===== src/rtl/mips_pkg.sv =====
// rtl/mips_pkg.sv - shared encodings for the MIPS instruction-fetch unit
package mips_pkg;

  localparam logic [31:0] RESET_PC_DEF = 32'h0000_3000;

  typedef enum logic [1:0] {
    NPC_PC4 = 2'b00,
    NPC_BR  = 2'b01,
    NPC_J   = 2'b10,
    NPC_JR  = 2'b11
  } npc_op_e;

  typedef enum logic [1:0] {
    IFU_IDLE = 2'b00,
    IFU_REQ  = 2'b01,
    IFU_WAIT = 2'b10
  } ifu_state_e;

endpackage


===== src/rtl/mips_npc.sv =====
// rtl/mips_npc.sv - combinational next-PC select and jump-register alignment check
module mips_npc
  import mips_pkg::*;
(
  input  logic [31:0] pc,
  input  logic [31:0] ir,
  input  logic [31:0] rs_data,
  input  logic [1:0]  npcop,
  output logic [31:0] npc,
  output logic        misalign
);

  logic [5:0] unused_ir;
  assign unused_ir = ir[31:26];

  always_comb begin
    npc      = pc + 32'd4;
    misalign = 1'b0;
    case (npc_op_e'(npcop))
      NPC_PC4: npc = pc + 32'd4;
      // pc already holds the delay-slot successor, so the offset is added directly
      NPC_BR:  npc = pc + {{14{ir[15]}}, ir[15:0], 2'b00};
      NPC_J:   npc = {pc[31:28], ir[25:0], 2'b00};
      NPC_JR: begin
        npc      = {rs_data[31:2], 2'b00};
        misalign = |rs_data[1:0];
      end
      default: npc = pc + 32'd4;
    endcase
  end

endmodule


===== src/rtl/mips_ifu.sv =====
// rtl/mips_ifu.sv - PC/IR owner with handshaked, watchdog-guarded instruction fetch
module mips_ifu
  import mips_pkg::*;
#(
  parameter logic [31:0] RESET_PC = RESET_PC_DEF,
  parameter int          IM_AW    = 10,
  parameter int          TIMEOUT  = 16
) (
  input  logic             clk,
  input  logic             rst,
  input  logic             pcwr,
  input  logic             irwr,
  input  logic [1:0]       npcop,
  input  logic [31:0]      rs_data,
  output logic             imem_req,
  output logic [IM_AW-1:0] imem_addr,
  input  logic             imem_ack,
  input  logic [31:0]      imem_rdata,
  output logic [31:0]      ir,
  output logic [5:0]       opcode,
  output logic [5:0]       funct,
  output logic [31:0]      pc,
  output logic [31:0]      pc_link,
  output logic             fetch_busy,
  output logic             fetch_err,
  output logic             addr_err
);

  localparam int WDW = $clog2(TIMEOUT + 1);

  ifu_state_e     state;
  logic [31:0]    fa;
  logic [31:0]    fa_off;
  logic [WDW-1:0] wdog;
  logic [31:0]    npc;
  logic           misalign;

  mips_npc u_npc (
    .pc       (pc),
    .ir       (ir),
    .rs_data  (rs_data),
    .npcop    (npcop),
    .npc      (npc),
    .misalign (misalign)
  );

  assign fa_off    = fa - RESET_PC;
  assign imem_addr = fa_off[IM_AW+1:2];
  assign opcode    = ir[31:26];
  assign funct     = ir[5:0];
  assign pc_link   = pc;

  logic [31-IM_AW:0] unused_off;
  assign unused_off = {fa_off[31:IM_AW+2], fa_off[1:0]};

  always_ff @(posedge clk) begin
    if (!rst) begin
      state      <= IFU_IDLE;
      pc         <= RESET_PC;
      ir         <= '0;
      fa         <= RESET_PC;
      wdog       <= '0;
      imem_req   <= 1'b0;
      fetch_busy <= 1'b0;
      fetch_err  <= 1'b0;
      addr_err   <= 1'b0;
    end else begin
      if (pcwr) begin
        pc <= npc;
        if (misalign) addr_err <= 1'b1;
      end
      case (state)
        IFU_IDLE: begin
          // fa captures the pre-update pc even when pcwr fires on the same edge
          if (irwr) begin
            fa         <= pc;
            state      <= IFU_REQ;
            imem_req   <= 1'b1;
            fetch_busy <= 1'b1;
          end
        end
        IFU_REQ: begin
          if (imem_ack) begin
            ir         <= imem_rdata;
            state      <= IFU_IDLE;
            imem_req   <= 1'b0;
            fetch_busy <= 1'b0;
          end else begin
            state <= IFU_WAIT;
            wdog  <= WDW'(1);
          end
        end
        IFU_WAIT: begin
          if (imem_ack) begin
            ir         <= imem_rdata;
            state      <= IFU_IDLE;
            imem_req   <= 1'b0;
            fetch_busy <= 1'b0;
          end else if (wdog == WDW'(TIMEOUT - 1)) begin
            ir         <= '0;
            fetch_err  <= 1'b1;
            state      <= IFU_IDLE;
            imem_req   <= 1'b0;
            fetch_busy <= 1'b0;
          end else begin
            wdog <= wdog + WDW'(1);
          end
        end
        default: begin
          state      <= IFU_IDLE;
          imem_req   <= 1'b0;
          fetch_busy <= 1'b0;
        end
      endcase
    end
  end

endmodule


===== config.mk =====
export PLATFORM = sky130hd
export DESIGN_NAME = mips_ifu
export DESIGN_NICKNAME = d
export VERILOG_FILES = /design/src/rtl/mips_pkg.sv /design/src/rtl/mips_npc.sv /design/src/rtl/mips_ifu.sv
export SDC_FILE = /design/constraint.sdc
export NUM_CORES = 1
export LEC_CHECK = 0
export BUFFER_PORTS_ARGS = -buffer_cell sky130_fd_sc_hd__buf_2
export CAP_MARGIN = 20
export CORE_ASPECT_RATIO = 1.1
export CORE_UTILIZATION = 46
export CTS_CLUSTER_SIZE = 25
export DETAILED_ROUTE_END_ITERATION = 6
export GPL_ROUTABILITY_DRIVEN = 0
export HOLD_SLACK_MARGIN = 0.08
export PLACE_DENSITY_LB_ADDON = 0.3
export SYNTH_ARGS = -nofsm -noshare
export SYNTH_HDL_FRONTEND = slang
export SYNTH_SLANG_ARGS = --single-unit

===== constraint.sdc =====
create_clock -name clk -period 4.1 [get_ports clk]
set_input_delay 0.615 -clock clk [delete_from_list [all_inputs] [get_ports clk]]
set_output_delay 0.615 -clock clk [all_outputs]
set_load 0.01 [all_outputs]

# Word level (Yosys, flattened, before mapping)

Cells that the tools add are included.

$add $sub $neg: 4
Equal/unequal tests: 12
Multiplexer cells: 20
Bitwise logic cells: 2
Reduce and logical (&&, ||, !) cells: 12

Operator list:

| cell                                                | count |
|---|---|
| one-hot mux 32 bit (4 select lines)                 | 1 |
| two-way mux 32 bit                                  | 3 |
| one-hot mux 32 bit (2 select lines)                 | 1 |
| adder 32 x 3 -> 32 bit, second input constant       | 1 |
| adder 32 bit                                        | 1 |
| two-way mux 5 bit                                   | 3 |
| subtractor 12 x 1 -> 12 bit, second input constant  | 1 |
| inequality test 2 bit, second input constant        | 5 |
| one-hot mux 5 bit (2 select lines)                  | 1 |
| AND reduction 3 bit                                 | 3 |
| two-way mux 2 bit                                   | 4 |
| AND reduction 2 bit                                 | 4 |
| equality test 2 bit, second input constant          | 3 |
| one-hot mux 2 bit (3 select lines)                  | 1 |
| adder 5 x 1 -> 5 bit, second input constant         | 1 |
| equality test 5 x 4 -> 1 bit, second input constant | 1 |
| two-way mux 1 bit                                   | 5 |
| equality test 2 x 1 -> 1 bit, second input constant | 2 |
| logical NOT 2 bit                                   | 2 |
| AND reduction 4 bit                                 | 1 |
| inequality test 3 bit, second input constant        | 1 |
| one-hot mux 1 bit (3 select lines)                  | 1 |
| inverter 1 bit                                      | 2 |
| nonzero test 2 bit                                  | 1 |
| OR reduction 2 bit                                  | 1 |

Register bits after elaboration: 86
Input bits: 71
Output and inout port bits: 122

# Logic depth before layout (Yosys ltp)

Depth after elaboration: 4
Mapped depth: 13
Mapped depth without buffers: 12

# Cells and area by module

A second synthesis with hierarchy kept.

Cell total of the unflattened synthesis: 762
Area total of the unflattened synthesis: 6339.8 sq um

By module, submodules not included:

| module   | times used | cells each | area each (sq um) | seq. area each (sq um) |
|---|---|---|---|---|
| mips_ifu | 1          | 386        | 3860.0            | 1681.6 |
| mips_npc | 1          | 376        | 2479.9            | 0.0 |

# Least setup slack after synthesis

No wires, ideal clock.

Kind: input port to flip-flop
Start point: input npcop[1]
End point: register pc[20]
Library setup time: 0.128 ns
Data arrival time: 3.289 ns
Required time: 3.972 ns
Setup slack: 0.683 ns
Cell stages on the path: 13
Path buffers: 1
Cell sequence: clkbuf_1 > nor2b_1 > nand2b_1 > ha_1 > fa_1 > a21o_1 > a21oi_1 > o21ai_0 > a211o_1 > a21oi_1 > xnor2_1 > mux2i_1 > o211ai_1

Longest elaborated chain between the ends: 2

RTL lines:

| item                                              | RTL line       | text |
|---|---|---|
| from (decl)                                       | mips_ifu.sv:13 | `input logic [1:0] npcop,` |
| equality test 2 bit, or another cell as far along | mips_npc.sv:19 | `case (npc_op_e'(npcop))` |
| one-hot mux 32 bit (4 select lines) (*)           | mips_npc.sv:19 |  |
| to (signal assigned)                              | mips_ifu.sv:69 | `pc <= npc;` |
| to (decl)                                         | mips_ifu.sv:22 | `output logic [31:0] pc,` |

Every way passes the cells marked *; elsewhere a longest branch is shown, timed or not.
A chain may end at the register's enable or synchronous reset.

# Worst setup path in the final report

Start point: input npcop[0]
End point: register pc[26]

The elaborated chain is that of the path after synthesis.

==> qor.txt <==
Outcome: complete, no violations
Fin util: 56.5%
Antenna violations before repair: 1
R2R Path Start: ir[0]
Hold_sp: addr_err
Port Buffer Count: 188
DR DRC count: 0
Routed vias: 5774
Synth Register Bits: 82
Worst reg-to-reg setup slack: 0.89 ns
Post-synthesis async set-or-reset flop share: 0%
Total CTS buffers: 9
Clk root buf: clkbuf_16
CTS Sinks: 82
R2R Path End: pc[26]
Fin crit share: 86.7%
Non-filler cells, final: 1017
Die area: 12500 um2
Post-CTS setup buffers: 0
H-tree levels: 3
# rows: 41
Starting density of the core: 47.8%
Setup total negative slack: 0 ns
Hold Fails Final Rpt: 0
Post-synth top area share: 29.5%
# resized after CTS: 0
Primary FF master, synth: dfxtp_1
Post-synthesis instance total: 744
Top cells by area, synth: dfxtp_1 30%, a21oi_1 7.6%, nand2_1 7.0%
Final ANT Viol Nets: 0
CTS Buffer Depth: 2
Count of pins over their slew limit: 0
Cells on worst reg2reg path: 11
Slew @ Worst Pin: 0.992 ns
Maxcap violations: 0
WP data required: 4.36 ns
Fin nets: 950
Mapped cell area: 5560 um2
CP Class: primary input to flop
CORE AREA: 11600 um2
Reg area: 1640 um2
Seq/Total Area, Yosys: 29.5%
Worst slew margin: 33.7%
Commonest non-fill, non-tap cell in the layout: buf_2
CP Launch Type: primary input
PwrDens: 328 nW/um2
EDFF count, synth: 0
IO Pins: 193
Distinct cell type count after synthesis: 67
Final setup viols: 0
Total wire length: 16600 um
Die height: 117 um
TritonCTS clock tree: yes
Syn. warnings: 0
Leak: 3.05 nW
Area leader, netlist: dfxtp_1
Avg WL per Cell: 16.3 um
Pwr Total: 0.00216 W
Most frequent cells in the layout: 188 x buf_2, 103 x nand2_1, 83 x a21oi_1, 82 x dfxtp_1, 55 x nor2_1
Cells after DPL: 999
Vias in the first global route: 5335
Worst skew pair latency: 0.34 ns
Hold path endpoint: addr_err
Grt total ovfl: 0
Worst IR Drop VDD: 174 uV
Clock transition at path regs: 0.07 ns
Hold WC Path Type: flop to flop
Area grow syn2layout: 18.2%
Largest net degree at the start of global routing: 53
Min cycle time layout: 3.55 ns
First-pass GRT wire length: 27000 um
Clk_skew: 0.00851 ns
RSZ-0062 raised after global routing: false
Critical Path End Type: flop
Dpl hpwl: 11900 um
Iteration-0 DRC count of the detailed router: 380
Worst EP arrival: 3.81 ns
Setup crit start: npcop[0]
Layout cell share with drive strength beyond 1: 26.4%
FMAX: 281 MHz
Vias per inst: 5.68
Die width: 107 um
Worst Path Max Fanout: 9
First-pass DRT Iterations: 5
CTS Hold Bufs: 0
Tot GR Track Use: 26.9%
Footprint of the multi-input gates: 3350 um2
WHS Path Cells: 2
Filler cells: 1167
Syn avg cell area: 7.48 um2
report_power, final:
part / internal [W] / leakage [nW] / switching (W)
registers: 0.000839 / 0.670 / 0.0000628
logic: 0.000168 / 2.23 / 0.000232
clock network: 0.000497 / 0.151 / 0.000359
total: 0.00150 / 3.05 / 0.000653
cells by family after synthesis:
logic type,after synthesis,share of synthesized area [%]
fa+ha+maj,18,4.18
simple gates,284,23.8
compound gates,194,21.9
other cells,1,0.0674
flops,82,29.5
buf+inv,107,10.5
xor+xnor,21,3.31
mux,37,6.68
state kept, by name, summed over array words and instances, names as in the netlist:
name,count
fetch_err,1
pc,30
addr_err,1
state,2
ir,32
wdog,5
fa,10
fetch_busy,1
cells in the mapped netlist, types with 9 or more instances:
library cell and number:
nand2_1 103, a21oi_1 84, dfxtp_1 82, nor2_1 55, buf_4 48, nand3_1 47
clkbuf_1 40, mux2i_1 36, o21ai_0 32, ha_1 17, and2_1 15, nor3_1 15
xnor2_1 15, and3_1 11, inv_1 11, a211oi_1 10, nand2b_1 9, o211ai_1 9
or3_1 9
layout make-up:
class                   instances  share of cell area [%]
multi-input cells             558                    51.0
inverters                      12                   0.685
clock buffers                  10                    3.63
diodes                          1                  0.0381
flip-flops and latches         82                    25.0
repair buffers                198                    15.8
well taps                     150                    2.85
clock inverters                 6                    1.08
per-stage QoR:
step	hold slack (ns)	setup WS, ns	area (um2)
2_1_floorplan	0.457	0.683	5570
3_3_place_gp	0.432	0.313	6230
3_5_place_dp	0.433	0.226	6230
4_1_cts	0.443	0.585	6550
5_1_grt	0.483	0.260	6580
6_report	0.443	0.547	6580
worst max-delay path, stage by stage:
cell	delay, ns
buf_2	0.09
nor2b_1	0.34
buf_4	0.23
and2_1	0.18
fa_1	0.24
a21o_1	0.13
a21oi_1	0.10
o21ai_0	0.58
nand3_1	0.22
a221oi_2	0.46
mux2i_1	0.16
or3_1	0.32
a31oi_1	0.15
worst max path at each step:
stage / slack (ns) / to
2_1_floorplan: 0.68 / pc[20]
3_3_place_gp: 0.31 / pc[29]
6_report: 0.55 / pc[26]
5_1_grt: 0.26 / pc[26]
3_5_place_dp: 0.23 / pc[29]
4_1_cts: 0.58 / pc[29]
layer usage:
layer	global-route usage (%)	vias up	part of all wire [%]	wire, um
li1	-	2821	-	-
met5	0	-	0	0
met3	5.17	23	7.3	1210
met1	36.1	2703	44	7310
met2	43.1	227	47	7760
met4	8.13	0	1.8	293
(Power assumes the default switching activity.)
